## config.mk

```make
export PLATFORM = sky130hd
export DESIGN_NAME = prog_loader
export DESIGN_NICKNAME = d
export VERILOG_FILES = /design/src/rtl/prog_loader.sv
export SDC_FILE = /design/constraint.sdc
export NUM_CORES = 1
export LEC_CHECK = 0
export CAP_MARGIN = 10
export CORE_MARGIN = 1
export CORE_UTILIZATION = 55
export DETAILED_ROUTE_END_ITERATION = 8
export GPL_ROUTABILITY_DRIVEN = 0
export PLACE_DENSITY = 0.88
export SYNTH_ARGS = -nofsm -noshare
export SYNTH_HDL_FRONTEND = slang
export SYNTH_SLANG_ARGS = --single-unit
```

## constraint.sdc

```tcl
create_clock -name clk -period 3.6 [get_ports clk]
set_input_delay 0.72 -clock clk [delete_from_list [all_inputs] [get_ports clk]]
set_output_delay 0.72 -clock clk [all_outputs]
set_load 0.02 [all_outputs]
```

## src/rtl/prog_loader.sv

```systemverilog
// rtl/prog_loader.sv - program RAM loader: count byte, data bytes, checksum, zero fill
module prog_loader (
    input  logic       clk,
    input  logic       rst,
    input  logic       load_req,
    input  logic [7:0] byte_in,
    input  logic       byte_valid,
    output logic       byte_ready,
    output logic       prog_mode,
    output logic [3:0] ram_addr,
    output logic [7:0] ram_wdata,
    output logic       ram_we,
    output logic       done,
    output logic [1:0] err
);

    typedef enum logic [2:0] {
        IDLE  = 3'd0,
        COUNT = 3'd1,
        DATA  = 3'd2,
        CSUM  = 3'd3,
        FILL  = 3'd4,
        ERROR = 3'd5
    } state_t;

    localparam logic [1:0] ERR_NONE  = 2'b00;
    localparam logic [1:0] ERR_COUNT = 2'b01;
    localparam logic [1:0] ERR_CSUM  = 2'b10;

    state_t     state_q, state_d;
    logic [4:0] cnt_q, cnt_d;
    logic [4:0] idx_q, idx_d;
    logic [7:0] sum_q, sum_d;
    logic [1:0] err_q, err_d;
    logic       prog_mode_q, prog_mode_d;
    logic       ram_we_q, ram_we_d;
    logic [3:0] ram_addr_q, ram_addr_d;
    logic [7:0] ram_wdata_q, ram_wdata_d;
    logic       done_q, done_d;

    logic       accept;
    logic [7:0] csum_chk;
    logic [4:0] idx_inc;

    assign byte_ready = (state_q == COUNT) || (state_q == DATA) || (state_q == CSUM);
    assign accept     = byte_valid && byte_ready;
    assign csum_chk   = sum_q + byte_in;
    assign idx_inc    = idx_q + 5'd1;

    always_comb begin
        state_d     = state_q;
        cnt_d       = cnt_q;
        idx_d       = idx_q;
        sum_d       = sum_q;
        err_d       = err_q;
        ram_we_d    = 1'b0;
        ram_addr_d  = ram_addr_q;
        ram_wdata_d = ram_wdata_q;
        done_d      = 1'b0;

        case (state_q)
            IDLE, ERROR: begin
                if (load_req) begin
                    state_d = COUNT;
                    err_d   = ERR_NONE;
                    sum_d   = 8'h00;
                    idx_d   = 5'd0;
                end
            end
            COUNT: begin
                if (accept) begin
                    if (byte_in == 8'd0 || byte_in > 8'd16) begin
                        state_d = ERROR;
                        err_d   = ERR_COUNT;
                    end else begin
                        cnt_d   = byte_in[4:0];
                        sum_d   = byte_in;
                        state_d = DATA;
                    end
                end
            end
            DATA: begin
                if (accept) begin
                    ram_we_d    = 1'b1;
                    ram_addr_d  = idx_q[3:0];
                    ram_wdata_d = byte_in;
                    sum_d       = csum_chk;
                    idx_d       = idx_inc;
                    if (idx_inc == cnt_q) begin
                        state_d = CSUM;
                    end
                end
            end
            CSUM: begin
                if (accept) begin
                    if (csum_chk != 8'h00) begin
                        state_d = ERROR;
                        err_d   = ERR_CSUM;
                    end else if (idx_q[4]) begin
                        // a full 16-word image leaves nothing to zero fill
                        state_d = IDLE;
                        done_d  = 1'b1;
                    end else begin
                        state_d = FILL;
                    end
                end
            end
            FILL: begin
                // index is 5 bits so running past address 15 is seen as bit 4, never as a wrap
                if (idx_q[4]) begin
                    state_d = IDLE;
                    done_d  = 1'b1;
                end else begin
                    ram_we_d    = 1'b1;
                    ram_addr_d  = idx_q[3:0];
                    ram_wdata_d = 8'h00;
                    idx_d       = idx_inc;
                end
            end
            default: begin
                state_d = IDLE;
            end
        endcase

        prog_mode_d = (state_d != IDLE);
    end

    always_ff @(posedge clk or negedge rst) begin
        if (!rst) begin
            state_q     <= IDLE;
            cnt_q       <= 5'd0;
            idx_q       <= 5'd0;
            sum_q       <= 8'h00;
            err_q       <= ERR_NONE;
            prog_mode_q <= 1'b0;
            ram_we_q    <= 1'b0;
            ram_addr_q  <= 4'd0;
            ram_wdata_q <= 8'h00;
            done_q      <= 1'b0;
        end else begin
            state_q     <= state_d;
            cnt_q       <= cnt_d;
            idx_q       <= idx_d;
            sum_q       <= sum_d;
            err_q       <= err_d;
            prog_mode_q <= prog_mode_d;
            ram_we_q    <= ram_we_d;
            ram_addr_q  <= ram_addr_d;
            ram_wdata_q <= ram_wdata_d;
            done_q      <= done_d;
        end
    end

    assign prog_mode = prog_mode_q;
    assign ram_we    = ram_we_q;
    assign ram_addr  = ram_addr_q;
    assign ram_wdata = ram_wdata_q;
    assign done      = done_q;
    assign err       = err_q;

endmodule

```

==> qor.yml, run 1 <==
clock_tree:
  clock_latency_ns: 0.29
  cts_max_path_buffers: 2
  cts_max_level: 2
  clkTransAtPathRegs_ns: 0.08
  cts_num_sinks: 38
  ctsResizeCount: 0
  cts_tree: "built"
  cts_setup_buffers: 0
  cts-root-buf: "clkbuf_8"
  cts_inserted_buffers: 5
  cts_hold_buf: 0
worst_hold_path:
  hp-start: "ram_addr[1]$_DFFE_PN0P_"
  hold_class: "flop to flop"
  hold_depth: 2
  hold_end: "ram_addr[1]$_DFFE_PN0P_"
detailed_routing:
  wl_per_cell_um: 15.7
  dr.pass1.iters: 4
  routed_via_density: 5.97
  ant_nets: 0
  num_vias: 1891
  drtIter0Drc: 197
  wl_um: 4960
  drc: 0
place:
  post-place-ws_ns: 0.211
  hpwl_um: 3600
  io_buffers: 29
floorplanning:
  die_h_um: 66.0
  core_area_mm2: 0.00380
  std_cell_rows: 22
  dieArea_mm2: 0.00435
  dieWidth_um: 66.0
  ios: 30
  start_util_pct: 59.2
sta:
  skew_ns: 0.00903
  tightest_slew_ns: 0.831
  finalSetupTns_ns: 0
  max_freq_mhz: 320
  fin_crit_sh_pct: 86.9
  slew_violations: 0
  slew_headroom_pct: 44.6
  setup_viol: 0
  period_minus_slack_ns: 3.13
  layout_setup_ws_ns: 0.471
  rsz0062_at_grt: "no"
  hold_violations: 0
synth:
  synthMuxAreaShare_pct: 3.89
  synthTopCellsByCount: "dfrtp_1 (38), nor2_1 (26), nand2_1 (25)"
  synth_seq_cells: 38
  ys_warn_count: 0
  synth_top_area_share_pct: 42.3
  synth_compound_area_share_pct: 19.9
  synth_top_family_by_area: "simple AND/OR/NAND/NOR gates"
  seq_area_frac_synth_pct: 42.3
  netlist_area_mm2: 0.00225
  syn_avg_cell_area_um2: 9.45
  synth-main-ff-cell: "dfrtp_1"
  synth_nets: 260
  synth_area_leader_cell: "dfrtp_1"
  yosys-top-cells-area: "dfrtp_1 (42%), ha_1 (5.0%), nor2_1 (4.3%)"
  ys_async_sr_fraction_pct: 100
  syn_inst: 238
  synth_simple_gate_area_share_pct: 20.7
  synth_xor_area_share_pct: 4.28
  synth_edf_count: 0
  synth_fa_ha_area_share_pct: 5.90
  ys_types: 51
  yosysMostFrequentCell: "dfrtp_1"
critical_path:
  worstSetupPathType: "primary input to flop"
  worstReg2RegStart: "sum_q[0]$_DFFE_PN0P_"
  rr_endpoint: "prog_mode$_DFF_PN0_"
  worst-r2r-cell-count: 8
  worst-path-max-fanout: 5
  cp.required_ns: 3.76
  cp-end-kind: "flop"
  arrival_ns: 3.28
  reg2reg_slack_ns: 1.05
  start_kind: "primary input"
status:
  outcome: "finished, final reports clean"
layout:
  drive_above_1_share_pct: 11.2
  area_delta_synth_final_pct: 19.9
  nets: 290
  diodes: 0
global_routing:
  grt_pass1_vias: 1830
  grt_overflow: 0
  grt_antenna_before_repair: 0
  grt_usage_pct: 26.2
  grt_max_degree: 39
  grt_pass1_wl_um: 8610
run:
  cap_violations: 0
power_and_ir_drop:
  leakagePower_uw: 0.00115
  ir_worst_vdd_mv: 0.386
  powerDensity_mw_per_mm2: 705
through the flow:
step / power [uW] / hold slack [ns] / util (%) / instance area (um2) / cells
floorplan: 1280 / 0.424 / - / 2250 / 238
global placement: 1490 / 0.459 / 68.0 / 2580 / 309
detailed placement: 1530 / 0.483 / 68.0 / 2580 / 309
CTS: 1900 / 0.501 / 71.0 / 2700 / 317
global route: 2040 / 0.524 / 71.0 / 2700 / 317
finish: 1900 / 0.495 / 71.0 / 2700 / 317
where the power goes:
group	switching (uW)	internal (uW)	total, uW	leakage, uW
Sequential	128	541	669	0.000501
Clock	161	206	367	0.0000504
Combinational	478	388	866	0.000603
Total	767	1140	1900	0.00115
how the worst max path moves through the flow:
stage,from,end,slack (ns),depth (start not counted)
6_report,byte_in[0],prog_mode$_DFF_PN0_,0.47,9
5_1_grt,byte_in[0],prog_mode$_DFF_PN0_,0.38,9
4_1_cts,byte_in[0],prog_mode$_DFF_PN0_,0.50,9
3_5_place_dp,byte_in[0],prog_mode$_DFF_PN0_,0.21,9
3_3_place_gp,byte_in[0],prog_mode$_DFF_PN0_,0.28,9
2_1_floorplan,byte_in[0],prog_mode$_DFF_PN0_,0.99,8
cells in the final DEF, fill, tap and decap left out, types with 5 or more instances in the layout:
| master | synthesis | routed |
|---|---|---|
| nand3_1 | 10 | 10 |
| ha_1 | 9 | 9 |
| mux2_2 | 6 | 6 |
| a22o_1 | 9 | 9 |
| a21oi_1 | 12 | 12 |
| nor2b_1 | 5 | 5 |
| inv_1 | 7 | 7 |
| xor2_1 | 5 | 5 |
| dfrtp_1 | 38 | 38 |
| nand2_1 | 25 | 25 |
| xnor2_1 | 6 | 6 |
| nor3_1 | 5 | 5 |
| o21ai_0 | 11 | 11 |
| clkdlybuf4s50_1 | 0 | 28 |
| nor2_1 | 26 | 26 |
| nand2b_1 | 5 | 5 |
| clkbuf_8 | 0 | 5 |
sequential cells by signal, indices dropped and copies added, names as in the netlist:
signal     cells
sum_q          8
prog_mode      1
state_q        3
cnt_q          5
err            2
ram_we         1
ram_addr       4
ram_wdata      8
idx_q          5
done           1
kinds of logic after synthesis:
logic type	count (synthesis)
compound gates	62
xor+xnor	11
fa+ha+maj	10
buf+inv	17
flops	38
mux	8
simple gates	92
worst max-delay path: stages:
cell,delay (ns)
clkdlybuf4s50_1,0.50
ha_1,0.28
fa_1,0.42
a211oi_2,0.32
o21ba_2,0.20
o221ai_1,0.14
nor3_2,0.37
nand4_1,0.17
a21boi_0,0.16
cell type report:
type,instances,area (um2)
inverter,7,26.3
multi-input combinational,183,1230
clock inverter,3,45.0
tap,48,60.1
fill,290,1100
timing repair buffer,33,315
clock buffer,5,68.8
sequential,38,951
routing by layer:
metal  GRT usage [%]  wire, um  vias to the layer above
met5               0         0                        -
met4            6.91        65                        0
met3            5.69       241                        8
met2            43.4      2370                       60
met1            34.7      2290                      903
li1                -         -                      920
No activity file was read; power rests on OpenSTA's default activity.
==> run 2: changes to the inputs <==
- CAP_MARGIN: 10 -> default
- PLACE_DENSITY: 0.88 -> 0.86
- SKIP_LAST_GASP: default -> 1
==> run 2 against run 1 <==
Effect of this change: clock power is 20% higher; sequential power hardly changed; total power is 3.4% higher; routed wire length is 0.24% higher; clock skew is 0.0061 ns lower; highest routed layer unchanged; non-clock buffer count stayed put; critical endpoint unchanged; via count is 1.3% lower; worst hold slack worse by 0.0058 ns; final area is 0.88% higher; fmax is 3.5% higher; global-route usage is 0.73 points lower; setup slack better by 0.11 ns.
==> qor.yml, run 2 (synthesis results as in run 1) <==
critical_path:
  cp_cell_sequence: "clkdlybuf4s50_1 > ha_1 > fa_1 > a211oi_2 > o21ba_2 > o221ai_1 > nor3_2 > nand4_1 > a21boi_0"
  cp-end-kind: "flop"
  rr_endpoint: "prog_mode$_DFF_PN0_"
  arrival_ns: 3.19
  worst-r2r-cell-count: 8
  critPathBufInv: 1
  cp.required_ns: 3.77
  worstReg2RegStart: "sum_q[0]$_DFFE_PN0P_"
  worst-path-max-fanout: 5
  reg2reg_slack_ns: 1.07
  path_delay_family: "compound AO/OA/AOI/OAI gates"
  cp_slowest_stage_delay_ns: 0.44
  worst_path_max_delay_cell: "fa_1"
  worstSetupPathType: "primary input to flop"
  cp-startpoint: "byte_in[0]"
  start_kind: "primary input"
place:
  hpwl_um: 3540
  post-place-ws_ns: 0.295
  dpl.cell_count: 309
  io_buffers: 29
sta:
  max_freq_mhz: 331
  tightest_slew_ns: 0.830
  fin_crit_sh_pct: 84.0
  hold_violations: 0
  period_minus_slack_ns: 3.02
  slew_headroom_pct: 44.6
  skew_ns: 0.00294
  setup_viol: 0
  finalSetupTns_ns: 0
  layout_setup_ws_ns: 0.576
  rsz0062_at_grt: "no"
  slew_violations: 0
floorplanning:
  core_area_mm2: 0.00380
  start_util_pct: 59.2
  dieArea_mm2: 0.00435
  die_h_um: 66.0
  dieWidth_um: 66.0
  std_cell_rows: 22
  ios: 30
worst_hold_path:
  hold_depth: 2
  hold_end: "ram_addr[3]$_DFFE_PN0P_"
  hold_class: "flop to flop"
  hp-start: "ram_addr[3]$_DFFE_PN0P_"
global_routing:
  use_met3_pct: 5.00
  grt_pass1_vias: 1725
  grt_use_met2_pct: 41.2
  grt_usage_pct: 25.5
  use_met1_pct: 34.7
  busiest_layer: "met2"
  grt_pass1_wl_um: 8250
  grt_antenna_before_repair: 0
  grt_max_degree: 39
  grt_overflow: 0
detailed_routing:
  ant_nets: 0
  dr.pass1.iters: 4
  drc: 0
  drtIter0Drc: 133
  wl_um: 4970
  num_vias: 1866
  routed_via_density: 5.89
  wl_per_cell_um: 15.7
clock_tree:
  cts_hold_buf: 0
  cts_inserted_buffers: 5
  ctsResizeCount: 0
  cts-root-buf: "clkbuf_8"
  cts_setup_buffers: 0
  cts_num_sinks: 38
  cts_max_level: 2
  clkTransAtPathRegs_ns: 0.08
  clock_latency_ns: 0.30
  cts_tree: "built"
  cts_max_path_buffers: 2
power_and_ir_drop:
  p_total_uw: 1970
  leakagePower_uw: 0.00117
  ir_worst_vdd_mv: 0.372
  powerDensity_mw_per_mm2: 723
layout:
  final_util_pct: 71.6
  layout_common_cells: "dfrtp_1 (38), clkdlybuf4s50_1 (28), nor2_1 (26)"
  final_cells: 317
  layout_commonest_cell: "dfrtp_1"
  multi_input_area_mm2: 0.00123
  drive_above_1_share_pct: 11.2
  nets: 290
  area_delta_synth_final_pct: 20.9
  diodes: 0
  fillerInstances: 288
  regArea_um2: 951
run:
  cap_violations: 0
status:
  outcome: "finished, final reports clean"
[run 2: metrics by stage]
step / instance area, um2 / hold slack [ns]
2_1_floorplan: 2250 / 0.424
3_3_place_gp: 2580 / 0.459
3_5_place_dp: 2580 / 0.463
4_1_cts: 2720 / 0.489
5_1_grt: 2720 / 0.523
6_report: 2720 / 0.489
[run 2: worst max path at each step]
stage	slack, ns	to	depth (start not counted)
floorplan	0.99	prog_mode$_DFF_PN0_	8
global placement	0.37	prog_mode$_DFF_PN0_	9
detailed placement	0.29	prog_mode$_DFF_PN0_	9
CTS	0.60	prog_mode$_DFF_PN0_	9
global route	0.39	prog_mode$_DFF_PN0_	9
finish	0.58	prog_mode$_DFF_PN0_	9
[run 2: final cells by class]
type,instances,area share (%)
inverter,7,0.966
multi-input combinational,183,45.2
tap,48,2.21
clock buffer,5,2.53
sequential,38,35.0
timing repair buffer,33,11.6
clock inverter,3,2.53
[run 2: metal layers]
metal,wire (um),up-vias,part of all wire (%)
met5,0,-,0
met4,55,0,1.1
met3,191,7,3.8
met2,2320,44,47
met1,2400,895,48
li1,-,920,-
[run 2: worst min-delay path, cell delays in order (launching register included)]
cell     delay (ns)
dfrtp_1        0.35
nand2_1        0.06
nand2_1        0.06
[run 2: report_power, final]
part	internal [uW]	switching, uW	leakage (uW)	total, uW
Clock	278	161	0.0000683	439
Combinational	384	477	0.000602	861
Sequential	541	127	0.000501	668
==> run 3: changes to the inputs <==
- clock period: 3.6 -> 3 ns (I/O delays scaled with it)
==> run 3 against run 2 <==
Effect of this change: clock power up 19%; sequential share of layout area down 0.85 points; register-to-register slack worse by 0.56 ns; first-iteration DRC count up 38%; critical path depth unchanged; die area unchanged; cell count up 2.8%; clock-buffer cell count unchanged; combinational power up 29%; worst hold slack worse by 0.085 ns; setup slack worse by 0.43 ns; largest power group unchanged.
==> qor.yml, run 3 (synthesis results as in run 1) <==
critical_path:
  cp-end-kind: "flop"
  cp-startpoint: "byte_in[0]"
  arrival_ns: 3.01
  critPathBufInv: 1
  crit_cells: 9
  worst-r2r-cell-count: 8
  cp_cell_sequence: "clkdlybuf4s50_1 > ha_1 > fa_1 > a211oi_2 > o21ba_2 > o221ai_1 > nor3_2 > nand4_1 > a21boi_0"
  path_delay_family: "compound AO/OA/AOI/OAI gates"
  endpoint: "prog_mode$_DFF_PN0_"
  cp.required_ns: 3.16
  worstSetupPathType: "primary input to flop"
  worst_path_max_delay_cell: "fa_1"
  worst-path-max-fanout: 5
  reg2reg_slack_ns: 0.51
  worstReg2RegStart: "sum_q[0]$_DFFE_PN0P_"
  rr_endpoint: "prog_mode$_DFF_PN0_"
  start_kind: "primary input"
  cp_slowest_stage_delay_ns: 0.44
layout:
  drive_above_1_share_pct: 14.0
  final_util_pct: 73.4
  final_area_mm2: 0.00279
  layout_commonest_cell: "dfrtp_1"
  diodes: 0
  nets: 299
  layout_common_cells: "dfrtp_1 (38), clkdlybuf4s50_1 (28), nor2_1 (26)"
  area_delta_synth_final_pct: 23.9
clock_tree:
  cts_max_level: 2
  cts_hold_buf: 0
  cts_setup_buffers: 0
  clock_latency_ns: 0.29
  cts_num_sinks: 38
  cts-root-buf: "clkbuf_8"
  cts_max_path_buffers: 2
  ctsResizeCount: 0
  clkTransAtPathRegs_ns: 0.08
  cts_tree: "built"
  cts_inserted_buffers: 5
global_routing:
  grt_antenna_before_repair: 0
  grt_pass1_wl_um: 8820
  grt_pass1_vias: 1953
  grt_usage_pct: 26.6
  grt_overflow: 0
  grt_max_degree: 39
place:
  hpwl_um: 3670
  place_area_mm2: 0.00265
  io_buffers: 29
sta:
  max_freq_mhz: 350
  hold_violations: 0
  holdWs_ns: 0.405
  slew_headroom_pct: 44.6
  skew_ns: 0.00796
  rsz0062_at_grt: "no"
  setup_viol: 0
  tightest_slew_ns: 0.831
  period_minus_slack_ns: 2.85
  slew_violations: 0
  fin_crit_sh_pct: 95.2
power_and_ir_drop:
  powerDensity_mw_per_mm2: 872
  ir_worst_vdd_mv: 0.497
  p_total_uw: 2430
  leakagePower_uw: 0.00121
detailed_routing:
  dr.pass1.iters: 4
  wl_per_cell_um: 15.8
  drtIter0Drc: 183
  routed_via_density: 6.08
  wl_um: 5160
  num_vias: 1981
  ant_nets: 0
  drc: 0
floorplanning:
  start_util_pct: 59.2
  dieArea_mm2: 0.00435
  die_h_um: 66.0
  ios: 30
  std_cell_rows: 22
  core_area_mm2: 0.00380
  dieWidth_um: 66.0
worst_hold_path:
  hold_class: "primary input to async pin"
run:
  cap_violations: 0
status:
  outcome: "finished, final reports clean"
## run 3: cell type report
type                            count  area, um2
Sequential cell                    38        951
Inverter                            7       26.3
Tap cell                           48       60.1
Multi-Input combinational cell    183       1230
Fill cell                         285       1010
Clock buffer                        5       68.8
Clock inverter                      3       68.8
Timing Repair Buffer               42        383
## run 3: power breakdown
| part | total, uW | switching [uW] | internal, uW | leakage [uW] |
|---|---|---|---|---|
| Sequential | 802 | 152 | 650 | 0.000501 |
| Clock | 522 | 189 | 333 | 0.0000683 |
| Combinational | 1110 | 592 | 514 | 0.000645 |
| Total | 2430 | 934 | 1500 | 0.00121 |
## run 3: through the flow
step                setup slack, ns  std cells  TNS [ns]
finish                        0.145        326         0
global route                 0.0105        326         0
CTS                           0.180        326         0
detailed placement           -0.103        318    -0.260
global placement            -0.0172        318   -0.0172
floorplan                     0.514        238         0
## run 3: worst min path at each step
| stage | to | slack [ns] | depth (start not counted) |
|---|---|---|---|
| after floorplan | cnt_q[0]$_DFFE_PN0P_ | 0.30 | 0 |
| after global placement | ram_addr[0]$_DFFE_PN0P_ | 0.46 | 2 |
| after detailed placement | ram_addr[2]$_DFFE_PN0P_ | 0.47 | 2 |
| after CTS | state_q[0]$_DFF_PN0_ | 0.42 | 1 |
| after global routing | idx_q[0]$_DFFE_PN0P_ | 0.47 | 1 |
| final | state_q[0]$_DFF_PN0_ | 0.40 | 1 |
## run 3: metal layers
metal  share of wire [%]  routed length [um]  vias up  track usage [%]
li1                    -                   -      937                -
met1                  45                2320      942             34.3
met2                  47                2410       84             42.7
met3                 5.2                 266       18             6.38
met4                 3.0                 155        0             11.2
met5                   0                   0        -                0
==> RTL change 1 (settings of run 3) <==
Make the reset (`rst`) synchronous in one clocked block.
--- a/src/rtl/prog_loader.sv
+++ b/src/rtl/prog_loader.sv
@@ -127,3 +127,3 @@
 
-    always_ff @(posedge clk or negedge rst) begin
+    always_ff @(posedge clk) begin
         if (!rst) begin
Function: differs if rst is asserted again (counterexample within 4 cycles, from zero or initial values and one cycle with rst low); with rst held inactive, the same outputs for 4 cycles.
==> RTL change 1 against run 3 <==
- setup slack better by 72 ps
- area after synthesis is 1.9% higher
- count of clock-buffer cells in the layout is 1 higher
- sequential share of layout area down 6.3 points
- critical path depth rose by 2
- core utilization is 5.0 points lower
- routed wire length rose by 7.0%
- first-iteration DRC count shrank 12%
- die area up 1.8%
- final area down 1.9%
- sequential cell count stayed put
Power is not compared: it rests on default switching activity, and its combinational part moved more than twofold at a synthesized area within 25%.
==> RTL change 1: results <==
{
  "track_usage_pct": 25.9,
  "seq_cells": 38,
  "min_path_type": "flip-flop to flip-flop",
  "place_area_mm2": 0.00264,
  "grt_max_degree": 31,
  "fin_cells": 365,
  "routed_wl_um": 5520,
  "port_buffers": 29,
  "area_share_nonclk_buffers_pct": 13.9,
  "firstDrtPassIters": 6,
  "r2r_cells": 10,
  "fillers": 336,
  "drive_gt1_share_pct": 10.5,
  "worstPathArrival_ps": 3020,
  "cp_max_fo": 6,
  "n_tap_cell": 50,
  "grt_pass1_wl_um": 8720,
  "synthTopCellsByArea": "dfxtp_1 33%, a21oi_1 6.6%, nand2_1 5.6%",
  "met1_usage_pct": 30.4,
  "final_core_util_pct": 68.3,
  "synth-async-reset-ratio_pct": 0,
  "grt_pass1_vias": 1992,
  "dr_wl_met3_um": 282,
  "multi_input_area_mm2": 0.00141,
  "met2_usage_pct": 46.6,
  "seqCellArea_um2": 761,
  "vias_per_cell": 5.99,
  "clk_share_pct": 3.48,
  "wl_met2_um": 2720,
  "skew_ps": 6.87,
  "num-nonclk-buffers": 41,
  "ys_seq_area_share_pct": 33.2,
  "first_iter_violations": 161,
  "status": "complete, no violations",
  "hpwlAfterDp_um": 3940,
  "synth_common_cells": "38 x dfxtp_1, 34 x nand2_1, 30 x a21oi_1",
  "postSynthAreaPerCell_um2": 8.19,
  "multi_input_comb_cells": 220,
  "place_inst": 357,
  "met1_length_um": 2430,
  "synth_ff_type": "dfxtp_1",
  "r2r_start": "sum_q[0]$_SDFFE_PN0P_",
  "syn_nets": 302,
  "synth_cell_types": 54
}
[RTL change 1: worst max-delay path, stage by stage]
cell and delay (ps):
clkdlybuf4s50_1 490, ha_1 180, inv_1 60, fa_1 380, nand2b_1 170, a21oi_1 180, mux2i_1 200, nand2_1 120
nor4_4 290, buf_4 180, a41o_1 170
[RTL change 1: kinds of logic after synthesis]
| family | share of synthesized area [%] |
|---|---|
| xor gates and xnor gates | 4.97 |
| DFF | 33.2 |
| adders and majority gates | 5.79 |
| buffers and inverters | 5.51 |
| AOI/OAI and AO/OA | 22.0 |
| and+or+nand+nor | 24.3 |
| muxes | 4.20 |
[RTL change 1: final timing paths]
| check | to | slack [ps] |
|---|---|---|
| setup / recovery | done$_SDFF_PN0_ | 220 |
| hold / removal | ram_wdata[1]$_SDFFE_PN0P_ | 460 |
| setup reg to reg | done$_SDFF_PN0_ | 690 |
| hold reg to reg | ram_wdata[1]$_SDFFE_PN0P_ | 460 |
==> RTL change 2 (flow settings as in run 3) <==
Without the edit above. Encoding of `state_t`: now one-hot (6 bits for 6 states).
--- a/src/rtl/prog_loader.sv
+++ b/src/rtl/prog_loader.sv
@@ -16,9 +16,9 @@
 
-    typedef enum logic [2:0] {
-        IDLE  = 3'd0,
-        COUNT = 3'd1,
-        DATA  = 3'd2,
-        CSUM  = 3'd3,
-        FILL  = 3'd4,
-        ERROR = 3'd5
+    typedef enum logic [5:0] {
+        IDLE  = 6'b000001,
+        COUNT = 6'b000010,
+        DATA  = 6'b000100,
+        CSUM  = 6'b001000,
+        FILL  = 6'b010000,
+        ERROR = 6'b100000
     } state_t;
Check against the original RTL: no difference found for any inputs over 4 cycles, from zero or initial values and one cycle with rst low; so few cycles prove little.
==> RTL change 2 against run 3 <==
- setup slack worse by 8.0 ps
- die area is 8.2% higher
- via count up 8.0%
- area after synthesis increased by 8.5%
- critical endpoint is now state_q[5]$_DFF_PN0_
- routed wire length increased by 13%
- combinational power fell by 50%
- sequential cell count is 3 higher
- power fell by 34%
- final area rose by 5.9%
- critical path type unchanged
- highest routed layer unchanged
==> RTL change 2: results <==
{
  "status": "complete, no violations",
  "numCtsBuffers": 5,
  "grt_util_met3_pct": 5.92,
  "grt_pass1_vias": 2030,
  "drive_gt1_share_pct": 15.4,
  "synth_common_cells": "40 x dfrtp_1, 40 x nand2_1, 29 x o21ai_0",
  "swShare_pct": 35.6,
  "finalNetCount": 319,
  "synthTopCellsByArea": "dfrtp_1 41%, nand2_1 6.2%, o21ai_0 5.9%",
  "skew_ps": 7.10,
  "place_ws_ps": -249,
  "track_usage_pct": 27.4,
  "regToRegEndpoint": "state_q[5]$_DFF_PN0_",
  "wl_per_cell_um": 16.8,
  "worstPathArrival_ps": 3050,
  "syn_nets": 279,
  "first_iter_violations": 231,
  "hpwlAfterDp_um": 4170,
  "root_buffer": "clkbuf_8",
  "period_share_pct": 95.4,
  "met1_length_um": 2490,
  "dr_wl_met3_um": 409,
  "fin_cells": 348,
  "grt_pass1_wl_um": 9370,
  "firstDrtPassIters": 5,
  "min_path_type": "primary input to async pin",
  "place_inst": 339,
  "wl_met2_um": 2860,
  "htreeDepth": 2,
  "holdWs_ps": 428,
  "ys_seq_area_share_pct": 42.1,
  "top_layer": "met4",
  "r2r_cells": 9,
  "r2r_slack_ps": 490,
  "leakagePower_nw": 1.36,
  "vias_per_cell": 6.15,
  "place_area_mm2": 0.00283,
  "worst_pin_slew_ps": 914,
  "postSynthAreaPerCell_um2": 9.49,
  "synth_cell_types": 55,
  "grt_max_degree": 42,
  "ir_drop_mv": 0.317,
  "seqCellArea_mm2": 0.00103,
  "met2_usage_pct": 46.0,
  "cp_max_fo": 4,
  "met1_usage_pct": 34.9,
  "fillers": 305
}
==> RTL change 2: cell types whose count changed in the layout (fill, tap and decap cells not counted), sizes merged, moves of 5 or more <==
cell,delta
a22o,-8
nand2,+15
a21oi,-6
nor2,-13
a21o,+5
o21ai,+15
==> RTL change 2: kinds of logic (layout without fill, tap and decap cells) <==
kind of cell | Yosys count | in the layout | synth area share (%)
compound gates | 67 | 67 | 17.7
xor+xnor | 14 | 14 | 5.59
fa+ha+maj | 10 | 10 | 5.44
buf+inv | 15 | 56 | 3.13
flops | 41 | 41 | 42.1
mux | 9 | 9 | 4.41
simple gates | 101 | 101 | 21.6
==> RTL change 2: power groups by stage <==
| stage | clock network, mW | logic [mW] | registers (mW) |
|---|---|---|---|
| 4_1_cts | 0.394 | 0.530 | 0.664 |
| 5_1_grt | 0.417 | 0.612 | 0.673 |
| 3_3_place_gp | 0 | 0.510 | 0.672 |
| 2_1_floorplan | 0 | 0.374 | 0.656 |
| 6_report | 0.389 | 0.560 | 0.667 |
| 3_5_place_dp | 0 | 0.525 | 0.675 |
==> RTL change 2: final cells by class <==
cell class	count	area share, %
clock inverters	3	0.848
inverters	4	0.509
flip-flops and latches	41	34.8
clock buffers	5	2.33
repair buffers	44	13.5
multi-input cells	201	45.9
well taps	50	2.12
==> RTL change 2: worst max-delay path: stages <==
cell and delay (ps):
clkdlybuf4s50_1 430, ha_1 250, fa_2 370, a211oi_2 290
o21ba_2 210, o221ai_1 140, nor3_1 200, buf_4 170
nand4_1 90, a221o_1 300
==> RTL change 2: what timing repair did <==
| action | 4_1_cts | 5_1_grt |
|---|---|---|
| resized for setup | 0 | 4 |
| endpoints found under the setup margin | 0 | 6 |
| hold endpoints to repair | 0 | 0 |
| buffers inserted | 0 | 1 |
